File: src/rtl/qk_score_engine_if.sv
// ---------------------------------------------------------------------------
// qk_score_engine_if
// Bundles the controller handshake, the Q/K buffer read ports, the score
// buffer write port and the state debug output of the QK score engine.
//   start       : level request from the attention controller
//   done        : one-cycle completion pulse
//   busy        : engine is computing (RUN or WRITE)
//   q_addr      : Q buffer read address (row-major i*D_MODEL+k)
//   k_addr      : K buffer read address (row-major j*D_MODEL+k)
//   q_data      : signed Q element, valid the cycle after q_addr
//   k_data      : signed K element, valid the cycle after k_addr
//   s_we        : score write enable
//   s_addr      : score write address (i*SEQ_LEN+j)
//   s_wdata     : scaled, saturated score
//   debug_state : current FSM state encoding
// Modports: slave = engine side, master = controller/buffer side.
// ---------------------------------------------------------------------------
interface qk_score_engine_if #(
   parameter int SEQ_LEN = 4,
   parameter int D_MODEL = 4,
   parameter int DW      = 8,
   parameter int OUT_W   = 16
);
   localparam int QA_W = (SEQ_LEN * D_MODEL > 1) ? $clog2(SEQ_LEN * D_MODEL) : 1;
   localparam int SA_W = (SEQ_LEN * SEQ_LEN > 1) ? $clog2(SEQ_LEN * SEQ_LEN) : 1;

   logic                    start;
   logic                    done;
   logic                    busy;
   logic [QA_W-1:0]         q_addr;
   logic [QA_W-1:0]         k_addr;
   logic signed [DW-1:0]    q_data;
   logic signed [DW-1:0]    k_data;
   logic                    s_we;
   logic [SA_W-1:0]         s_addr;
   logic signed [OUT_W-1:0] s_wdata;
   logic [2:0]              debug_state;

   modport master (
      output start, q_data, k_data,
      input  done, busy, q_addr, k_addr, s_we, s_addr, s_wdata, debug_state
   );

   modport slave (
      input  start, q_data, k_data,
      output done, busy, q_addr, k_addr, s_we, s_addr, s_wdata, debug_state
   );
endinterface

File: src/rtl/qk_score_engine.sv
// ---------------------------------------------------------------------------
// qk_score_engine
// Computes S = (Q * K^T) >>> SHIFT for a SEQ_LEN x D_MODEL pair of matrices
// held in external buffers with one-cycle read latency, and writes each
// saturated score to the score buffer in address order 0..SEQ_LEN^2-1.
// Each score element takes D_MODEL RUN cycles (one read per k) followed by
// one WRITE cycle in which the last product is folded in combinationally.
// After the last write a one-cycle done pulse is raised; a start that is
// still held afterwards parks the engine in HOLD until it drops.
//   clk : clock
//   rst : asynchronous, active-high reset
//   bus : qk_score_engine_if.slave (handshake, Q/K reads, score writes)
// ---------------------------------------------------------------------------
module qk_score_engine #(
   parameter int SEQ_LEN = 4,
   parameter int D_MODEL = 4,
   parameter int DW      = 8,
   parameter int OUT_W   = 16,
   parameter int SHIFT   = 1
) (
   input  logic              clk,
   input  logic              rst,
   qk_score_engine_if.slave  bus
);

   localparam int QA_W  = (SEQ_LEN * D_MODEL > 1) ? $clog2(SEQ_LEN * D_MODEL) : 1;
   localparam int SA_W  = (SEQ_LEN * SEQ_LEN > 1) ? $clog2(SEQ_LEN * SEQ_LEN) : 1;
   localparam int I_W   = (SEQ_LEN > 1) ? $clog2(SEQ_LEN) : 1;
   localparam int K_W   = (D_MODEL > 1) ? $clog2(D_MODEL) : 1;
   localparam int PW    = 2 * DW;
   // Sum of D_MODEL full-range products needs $clog2(D_MODEL) guard bits.
   localparam int ACC_W = PW + $clog2(D_MODEL);
   // Saturation compare width wide enough for both the accumulator and the
   // output range, plus a sign bit of headroom.
   localparam int CW    = ((ACC_W > OUT_W) ? ACC_W : OUT_W) + 1;

   localparam logic signed [CW-1:0] SAT_MAX = (CW'(1) <<< (OUT_W - 1)) - CW'(1);
   localparam logic signed [CW-1:0] SAT_MIN = -(CW'(1) <<< (OUT_W - 1));

   localparam logic [2:0] S_IDLE  = 3'd0;
   localparam logic [2:0] S_RUN   = 3'd1;
   localparam logic [2:0] S_WRITE = 3'd2;
   localparam logic [2:0] S_DONE  = 3'd3;
   localparam logic [2:0] S_HOLD  = 3'd4;

   logic [2:0]              state;
   logic [I_W-1:0]          i_cnt;
   logic [I_W-1:0]          j_cnt;
   logic [K_W-1:0]          k_cnt;
   logic signed [ACC_W-1:0] acc;

   logic signed [PW-1:0]    prod;
   logic signed [ACC_W-1:0] prod_ext;
   logic signed [ACC_W-1:0] final_sum;
   logic                    last_k;
   logic                    last_j;
   logic                    last_i;
   logic [I_W-1:0]          i_nxt;
   logic [I_W-1:0]          j_nxt;
   logic [SA_W-1:0]         elem_addr;

   // Arithmetic (sign-preserving) scaling of the completed dot product.
   function automatic logic signed [ACC_W-1:0] scale_score(input logic signed [ACC_W-1:0] v);
      scale_score = v >>> SHIFT;
   endfunction

   // Clamp to the signed OUT_W range.
   function automatic logic signed [OUT_W-1:0] sat_score(input logic signed [ACC_W-1:0] v);
      logic signed [CW-1:0] w;
      w = CW'(v);
      if (w > SAT_MAX) begin
         sat_score = SAT_MAX[OUT_W-1:0];
      end else if (w < SAT_MIN) begin
         sat_score = SAT_MIN[OUT_W-1:0];
      end else begin
         sat_score = w[OUT_W-1:0];
      end
   endfunction

   function automatic logic [QA_W-1:0] row_addr(input logic [I_W-1:0] row, input int col);
      row_addr = QA_W'(int'(row) * D_MODEL + col);
   endfunction

   // ---- Read-data stage: product of the elements requested last cycle ----
   assign prod      = PW'(bus.q_data) * PW'(bus.k_data);
   assign prod_ext  = ACC_W'(prod);
   assign final_sum = acc + prod_ext;

   assign last_k    = (k_cnt == K_W'(D_MODEL - 1));
   assign last_j    = (j_cnt == I_W'(SEQ_LEN - 1));
   assign last_i    = (i_cnt == I_W'(SEQ_LEN - 1));
   assign elem_addr = SA_W'(int'(i_cnt) * SEQ_LEN + int'(j_cnt));

   // Element advance: j walks the columns, i steps when j wraps.
   always_comb begin
      i_nxt = i_cnt;
      j_nxt = j_cnt + 1'b1;
      if (last_j) begin
         j_nxt = '0;
         i_nxt = last_i ? '0 : i_cnt + 1'b1;
      end
   end

   // ---- Control / accumulate stage ----
   always_ff @(posedge clk or posedge rst) begin
      if (rst) begin
         state      <= S_IDLE;
         i_cnt      <= '0;
         j_cnt      <= '0;
         k_cnt      <= '0;
         acc        <= '0;
         bus.q_addr <= '0;
         bus.k_addr <= '0;
      end else begin
         case (state)
            S_IDLE: begin
               i_cnt      <= '0;
               j_cnt      <= '0;
               k_cnt      <= '0;
               acc        <= '0;
               bus.q_addr <= '0;
               bus.k_addr <= '0;
               if (bus.start) begin
                  state <= S_RUN;
               end
            end
            S_RUN: begin
               // The first RUN cycle of an element has no read data yet.
               if (k_cnt != '0) begin
                  acc <= final_sum;
               end
               if (last_k) begin
                  state <= S_WRITE;
               end else begin
                  k_cnt      <= k_cnt + 1'b1;
                  bus.q_addr <= row_addr(i_cnt, int'(k_cnt) + 1);
                  bus.k_addr <= row_addr(j_cnt, int'(k_cnt) + 1);
               end
            end
            S_WRITE: begin
               acc        <= '0;
               k_cnt      <= '0;
               i_cnt      <= i_nxt;
               j_cnt      <= j_nxt;
               bus.q_addr <= row_addr(i_nxt, 0);
               bus.k_addr <= row_addr(j_nxt, 0);
               if (last_i && last_j) begin
                  state <= S_DONE;
               end else begin
                  state <= S_RUN;
               end
            end
            S_DONE: begin
               state <= bus.start ? S_HOLD : S_IDLE;
            end
            S_HOLD: begin
               if (!bus.start) begin
                  state <= S_IDLE;
               end
            end
            default: begin
               state <= S_IDLE;
            end
         endcase
      end
   end

   // ---- Write stage: final sum is scaled and saturated without a register ----
   assign bus.s_we        = (state == S_WRITE);
   assign bus.s_addr      = (state == S_WRITE) ? elem_addr : '0;
   assign bus.s_wdata     = (state == S_WRITE) ? sat_score(scale_score(final_sum)) : '0;
   assign bus.busy        = (state == S_RUN) || (state == S_WRITE);
   assign bus.done        = (state == S_DONE);
   assign bus.debug_state = state;

endmodule

File: src/flat_wrapper.sv
// flat-port wrapper written by rule: the top's interface ports become plain ports
module qk_score_engine_flat 
#(
   parameter int SEQ_LEN = 4,
   parameter int D_MODEL = 4,
   parameter int DW      = 8,
   parameter int OUT_W   = 16,
   parameter int SHIFT   = 1
)
  (clk, rst, bus_start, bus_q_data, bus_k_data, bus_done, bus_busy, bus_q_addr, bus_k_addr, bus_s_we, bus_s_addr, bus_s_wdata, bus_debug_state);
  qk_score_engine_if #(.SEQ_LEN(SEQ_LEN), .D_MODEL(D_MODEL), .DW(DW), .OUT_W(OUT_W)) bus_i ();
  input  logic clk;
  input  logic rst;
  input wire logic [$bits(bus_i.start)-1:0] bus_start;
  input wire logic [$bits(bus_i.q_data)-1:0] bus_q_data;
  input wire logic [$bits(bus_i.k_data)-1:0] bus_k_data;
  output wire logic [$bits(bus_i.done)-1:0] bus_done;
  output wire logic [$bits(bus_i.busy)-1:0] bus_busy;
  output wire logic [$bits(bus_i.q_addr)-1:0] bus_q_addr;
  output wire logic [$bits(bus_i.k_addr)-1:0] bus_k_addr;
  output wire logic [$bits(bus_i.s_we)-1:0] bus_s_we;
  output wire logic [$bits(bus_i.s_addr)-1:0] bus_s_addr;
  output wire logic [$bits(bus_i.s_wdata)-1:0] bus_s_wdata;
  output wire logic [$bits(bus_i.debug_state)-1:0] bus_debug_state;
  assign bus_i.start = bus_start;
  assign bus_i.q_data = bus_q_data;
  assign bus_i.k_data = bus_k_data;
  assign bus_done = bus_i.done;
  assign bus_busy = bus_i.busy;
  assign bus_q_addr = bus_i.q_addr;
  assign bus_k_addr = bus_i.k_addr;
  assign bus_s_we = bus_i.s_we;
  assign bus_s_addr = bus_i.s_addr;
  assign bus_s_wdata = bus_i.s_wdata;
  assign bus_debug_state = bus_i.debug_state;
  qk_score_engine #(.SEQ_LEN(SEQ_LEN), .D_MODEL(D_MODEL), .DW(DW), .OUT_W(OUT_W), .SHIFT(SHIFT)) u_core (.clk(clk), .rst(rst), .bus(bus_i));
endmodule
File: config.mk
export PLATFORM = sky130hd
export DESIGN_NAME = qk_score_engine_flat
export DESIGN_NICKNAME = d
export VERILOG_FILES = /design/src/rtl/qk_score_engine_if.sv /design/src/rtl/qk_score_engine.sv /design/src/flat_wrapper.sv
export SDC_FILE = /design/constraint.sdc
export NUM_CORES = 1
export LEC_CHECK = 0
export ABC_AREA = 0
export CAP_MARGIN = 20
export CORE_ASPECT_RATIO = 2
export CORE_MARGIN = 3
export CORE_UTILIZATION = 45
export CTS_CLUSTER_SIZE = 14
export DETAILED_ROUTE_END_ITERATION = 6
export PLACE_DENSITY = 0.67
export SLEW_MARGIN = 40
export SYNTH_ARGS = -nofsm -noshare
export SYNTH_HDL_FRONTEND = slang
export SYNTH_SLANG_ARGS = --single-unit
File: constraint.sdc
create_clock -name clk -period 9.6 [get_ports clk]
set_input_delay 0.96 -clock clk [delete_from_list [all_inputs] [get_ports clk]]
set_output_delay 0.96 -clock clk [all_outputs]
set_load 0.1 [all_outputs]
# [Yosys cells after proc, flatten, opt, wreduce, memory -nomap -nowiden]
# Index checks and enable logic that the tools add are counted.
[totals] regBits=35 latchBits=0 ram_bits=0 rom_bits=0 inputBits=19 elab_cells=65 mem_count=0
[op_classes] n_addsub=8 multipliers=1 n_div=0 order_cmp=2 eq_ne=12 shift=0 mux=23 bitwise=0 n_reduce_logical=12
[op_table] op="two-way mux 16 bit" n=3
[op_table] op="case mux 18 bit (2 select lines)" n=1
[op_table] op="case mux 4 bit (3 select lines)" n=2
[op_table] op="adder 18 x 16 -> 18 bit" n=1
[op_table] op="two-way mux 18 bit" n=1
[op_table] op="> comparator 17 x 16 -> 1 bit (second input constant)" n=1
[op_table] op="less-than comparator 17 x 16 -> 1 bit (second input constant)" n=1
[op_table] op="multiplier 8 x 8 -> 16 bit" n=1
[op_table] op="case mux 3 bit (5 select lines)" n=1
[op_table] op="two-way mux 3 bit" n=4
[op_table] op="two-way mux 4 bit" n=3
[op_table] op="case mux 2 bit (2 select lines)" n=3
[op_table] op="two-way mux 2 bit" n=5
[op_table] op="adder 4 bit" n=2
[op_table] op="adder 2 x 1 -> 2 bit (second input constant)" n=3
[op_table] op="equality test 2 bit (second input constant)" n=3
[op_table] op="equality test 3 x 2 -> 1 bit (second input constant)" n=2
[op_table] op="inequality test 2 bit (second input constant)" n=3
[op_table] op="AND reduction 2 bit" n=3
[op_table] op="nonzero test 2 bit" n=3
[op_table] op="adder 4 x 2 -> 4 bit" n=1
[op_table] op="inequality test 2 x 1 -> 1 bit (second input constant)" n=2
[op_table] op="adder 2 x 1 -> 3 bit (second input constant)" n=1
[op_table] op="equality test 3 x 1 -> 1 bit (second input constant)" n=1
[op_table] op="7 further kinds" n=7

# [Logic depth before layout (Yosys ltp)]
[logic_depth] ltp_word=6 mapped_depth=21 mapped_depth_nobuf=19

# [Worst setup path after synthesis]
# OpenSTA, ideal clock, no wires.
[synth_path] path_kind="input port to output port" start="input port bus_k_data[1]" end="output port bus_s_wdata[6]" t_arrival_ns=7.644 slack_ns=0.996 stages=15 path_cell_list="clkbuf_1 -> and2_1 -> fa_1 -> fa_1 -> fa_1 -> fa_1 -> ha_1 -> ha_1 -> or2_0 -> or3_1 -> o21ai_1 -> a32oi_1 -> xor2_2 -> nor2_2 -> o31ai_1"
[synth_via] elab_chain_len=6 elab_cells_between_ends=7 cone_classes="add/sub: 1; mul: 1; order compare: 2; mux: 3"
[synth_rtl] item="start: declaration" line="flat_wrapper.sv:16" rtl="input wire logic [$bits(bus_i.k_data)-1:0] bus_k_data;"
[synth_rtl] item="multiplier 8 x 8 -> 16 bit *" line="qk_score_engine.sv:85" rtl="assign prod = PW'(bus.q_data) * PW'(bus.k_data);"
[synth_rtl] item="adder 18 x 16 -> 18 bit *" line="qk_score_engine.sv:87" rtl="assign final_sum = acc + prod_ext;"
[synth_rtl] item="less-than comparator 17 x 16 -> 1 bit" line="qk_score_engine.sv:73" rtl="end else if (w < SAT_MIN) begin"
[synth_rtl] item="two-way mux 16 bit" line="qk_score_engine.sv:73"
[synth_rtl] item="two-way mux 16 bit *" line="qk_score_engine.sv:71" rtl="if (w > SAT_MAX) begin"
[synth_rtl] item="two-way mux 16 bit *" line="qk_score_engine.sv:171" rtl="assign bus.s_wdata = (state == S_WRITE) ? sat_score(scale_score(final_sum)) : '0;"
[synth_rtl] item="end: declaration" line="flat_wrapper.sv:23" rtl="output wire logic [$bits(bus_i.s_wdata)-1:0] bus_s_wdata;"
# Mark *: on every way between the ends. The rest lies on a longest branch, timed or not.

# [Worst setup path in the final report]
[layout_path] start="input port bus_k_data[0]" end="output port bus_s_wdata[7]"
# Same word-level chain as after synthesis.

==> out/summary.md <==
* complete, no violations — run status
* u_core.acc[17]$_DFFE_PP0P_ — reg2reg end
* 0 — max-cap check violation count
* fa_1 (32%), dfrtp_1 (17%), ha_1 (12%) — largest cells by area after synthesis
* 0 — number of slew-limit violations in the final report
* dfrtp_1 — Main synth FF type
* 4197 — via count of the first global-routing pass
* primary output — Critical Path End Type
* 19.9% — global-route usage over all layers
* 0.227% — mux contribution to synthesized area
* 16 — number of cells on the worst reg-to-reg path
* 5.28 — number of vias per cell
* 12.8% — area growth from synthesis to layout
* 119 MHz — Max Clock Freq
* 0 — number of nets with antenna violations after routing
* 34 — maximum number of pins on one net before global-route repair
* clkbuf_16 — clock root cell
* 9.40 um^2 — mean area per synthesized cell
* 0 — number of synthesized flops with an enable pin
* 32.3% — area share of the largest cell type after synthesis
* 675 — post-synthesis net count
* in2out — category of the most critical setup path
* 11.2% — Synth Area in Compound Gates
* 3.30% — XOR/XNOR share of the synthesized area
* 0 — number of hold-slack violations in the final timing report
* 87.5% — period utilisation layout
* inv_1 — leading cell type in the layout, fill and taps excluded
* 80.3 um — chip width
* 52 — Port Buffers
* 0.719 ns — Tightest Pin Transition
* 528 — post-synthesis instance total
* 8.40 ns — post-route minimum period
* 0 — DR DRC count
* 0.0124 mm^2 — die area
* 5 — number of buffers created by CTS
* 33 — post-synthesis register bit count
* 0 ns — total negative slack
* adder cells — largest family of logic cells by synthesized area
* 53 — Rows
* 2 — buffers from clock root to sink, at most
* 0 — total grt overflow
* 155 um — Die Height
* fa_1 — cell accounting for the most synthesized area
* 0.00408 ns — worst clock skew
* 98 — DRT iter0 DRCs
* 33 — number of clock sinks
* 15.6% — Simple-Gate Fraction of Synth Area
* 0 — Gates resized, CTS repair
* 0 — Synth warnings
* 5 — TritonRoute pass-1 iters
* 11100 um — detailed-route wire length
* u_core.acc[6]$_DFFE_PP0P_ — Reg-to-Reg Start
* 51.9% — worst relative slew slack
* 720 — fin nets
* 0.28 ns — clock latency reported for the late side of the worst-skew pair
* 0 — number of inserted diodes
* 0 — setup repair bufs after CTS
* 0.0106 mm^2 — core area
* 0.864 — routability congestion estimate from global placement
* 53 — boundary pin count
* bus_s_wdata[7] — last element of the critical path
* 3753 — Via Count
* 0.00496 mm^2 — netlist area before placement
* no — unrepaired setup endpoints after global routing
* 0 — number of antenna violations at the first check in global routing
* 46.8% — starting density of the core
* bus_k_data[0] — crit path from
* 19700 um — wire length of the first global-routing pass
* 8.64 ns — critical path data required time
* 0.05 ns — clock-pin transition on the worst setup and hold timing paths
* 16.6% — sequential-to-total area share from yosys stat
* 11 — peak fanout along the critical path
* input port — type of element launching the critical path
* 9520 um — placed wire-length estimate after detailed placement
* 15.6 um — wire length per cell
* inv_1 (91), fa_1 (80), nand2_1 (57) — commonest non-fill, non-tap cells in the layout
* reg2reg — Tightest Hold Check Type
* 4.83 ns — reg2reg setup slack
* done — clock tree from TritonCTS
* 10.6% — share of post-route cells with drive strength above 1
* 2 — number of H-tree levels
* 7.44 ns — Arr. time, crit path
* 44.4% — synthesized-area fraction occupied by adder cells
* 100% — fraction of registers with async set or reset after synthesis
* 51 — number of different library cells in the post-synthesis netlist
* 0 — Hold Buf Count CTS
* 0 — final setup vio count
-- stage by stage --
| stage | setup slack (ns) | cell area (um^2) | hold slack, ns | cells | util [%] |
|---|---|---|---|---|---|
| after floorplan | 0.996 | 4960 | 0.469 | 528 | - |
| after global placement | 1.29 | 5550 | 0.483 | 703 | 52.3 |
| after detailed placement | 1.21 | 5460 | 0.493 | 703 | 51.5 |
| after CTS | 1.22 | 5600 | 0.508 | 711 | 52.8 |
| after global routing | 0.896 | 5600 | 0.529 | 711 | 52.8 |
| final | 1.20 | 5600 | 0.503 | 711 | 52.8 |
-- cell type report --
cell class                 count  area, um^2
clock inverter                 2        10.0
timing repair buffer          54         403
sequential                    33         826
fill                        1021        5010
inverter                      92         345
tap                          137         171
multi-input combinational    387        3710
clock buffer                   6         129
-- metal layers --
metal / up-vias / wire, um / global-route usage (%)
met5: - / 0 / 0
met4: 0 / 283 / 7.66
met3: 21 / 434 / 2.74
met2: 100 / 6200 / 36.6
met1: 1856 / 4210 / 22.6
li1: 1776 / - / -
-- kinds of logic after synthesis --
| logic type | count (synthesis) |
|---|---|
| AOI/OAI and AO/OA | 83 |
| xor gates and xnor gates | 17 |
| adders and majority gates | 128 |
| buffers and inverters | 108 |
| DFF | 33 |
| muxes | 1 |
| and+or+nand+nor | 158 |
-- cell usage after synthesis, types with 9 or more instances --
library cell / instances
inv_1: 91
fa_1: 80
nand2_1: 57
ha_1: 48
and2_1: 33
dfrtp_1: 33
o21ai_0: 25
nor2_1: 22
a21oi_1: 21
nand3_1: 17
xnor2_1: 11
clkbuf_1: 9
-- registers in the layout, indices dropped and copies added, names as in the netlist --
signal / count
u_core.acc: 18
u_core.bus.k_addr: 4
u_core.bus.debug_state: 3
u_core.bus.q_addr: 2
u_core.i_cnt: 2
u_core.j_cnt: 2
u_core.k_cnt: 2
-- critical path: stages --
cell	delay, ns
clkdlybuf4s50_1	0.62
and2_1	0.54
inv_1	0.13
fa_1	0.52
inv_1	0.06
fa_1	0.52
fa_1	0.45
fa_1	0.58
fa_1	0.43
ha_1	0.38
nand3_1	0.11
nand2_1	0.09
o21ai_0	0.33
a21oi_1	0.17
xnor2_2	0.41
nand3_1	0.55
o21ai_0	0.26
buf_4	0.32
-- how the worst min path moves through the flow --
| stage | startpoint | end | cells past startpoint |
|---|---|---|---|
| floorplan | u_core.acc[5]$_DFFE_PP0P_ | u_core.acc[5]$_DFFE_PP0P_ | 2 |
| global placement | u_core.bus.k_addr[2]$_DFFE_PP0P_ | u_core.bus.k_addr[2]$_DFFE_PP0P_ | 2 |
| detailed placement | u_core.bus.k_addr[2]$_DFFE_PP0P_ | u_core.bus.k_addr[2]$_DFFE_PP0P_ | 2 |
| CTS | u_core.bus.k_addr[2]$_DFFE_PP0P_ | u_core.bus.k_addr[2]$_DFFE_PP0P_ | 2 |
| global route | u_core.bus.k_addr[0]$_DFFE_PP0P_ | u_core.bus.k_addr[0]$_DFFE_PP0P_ | 1 |
| finish | u_core.acc[6]$_DFFE_PP0P_ | u_core.acc[6]$_DFFE_PP0P_ | 2 |
Power is left out: the tool's default activity adds up to more than one toggle a clock period on the data nets, which glitch-free logic cannot reach.
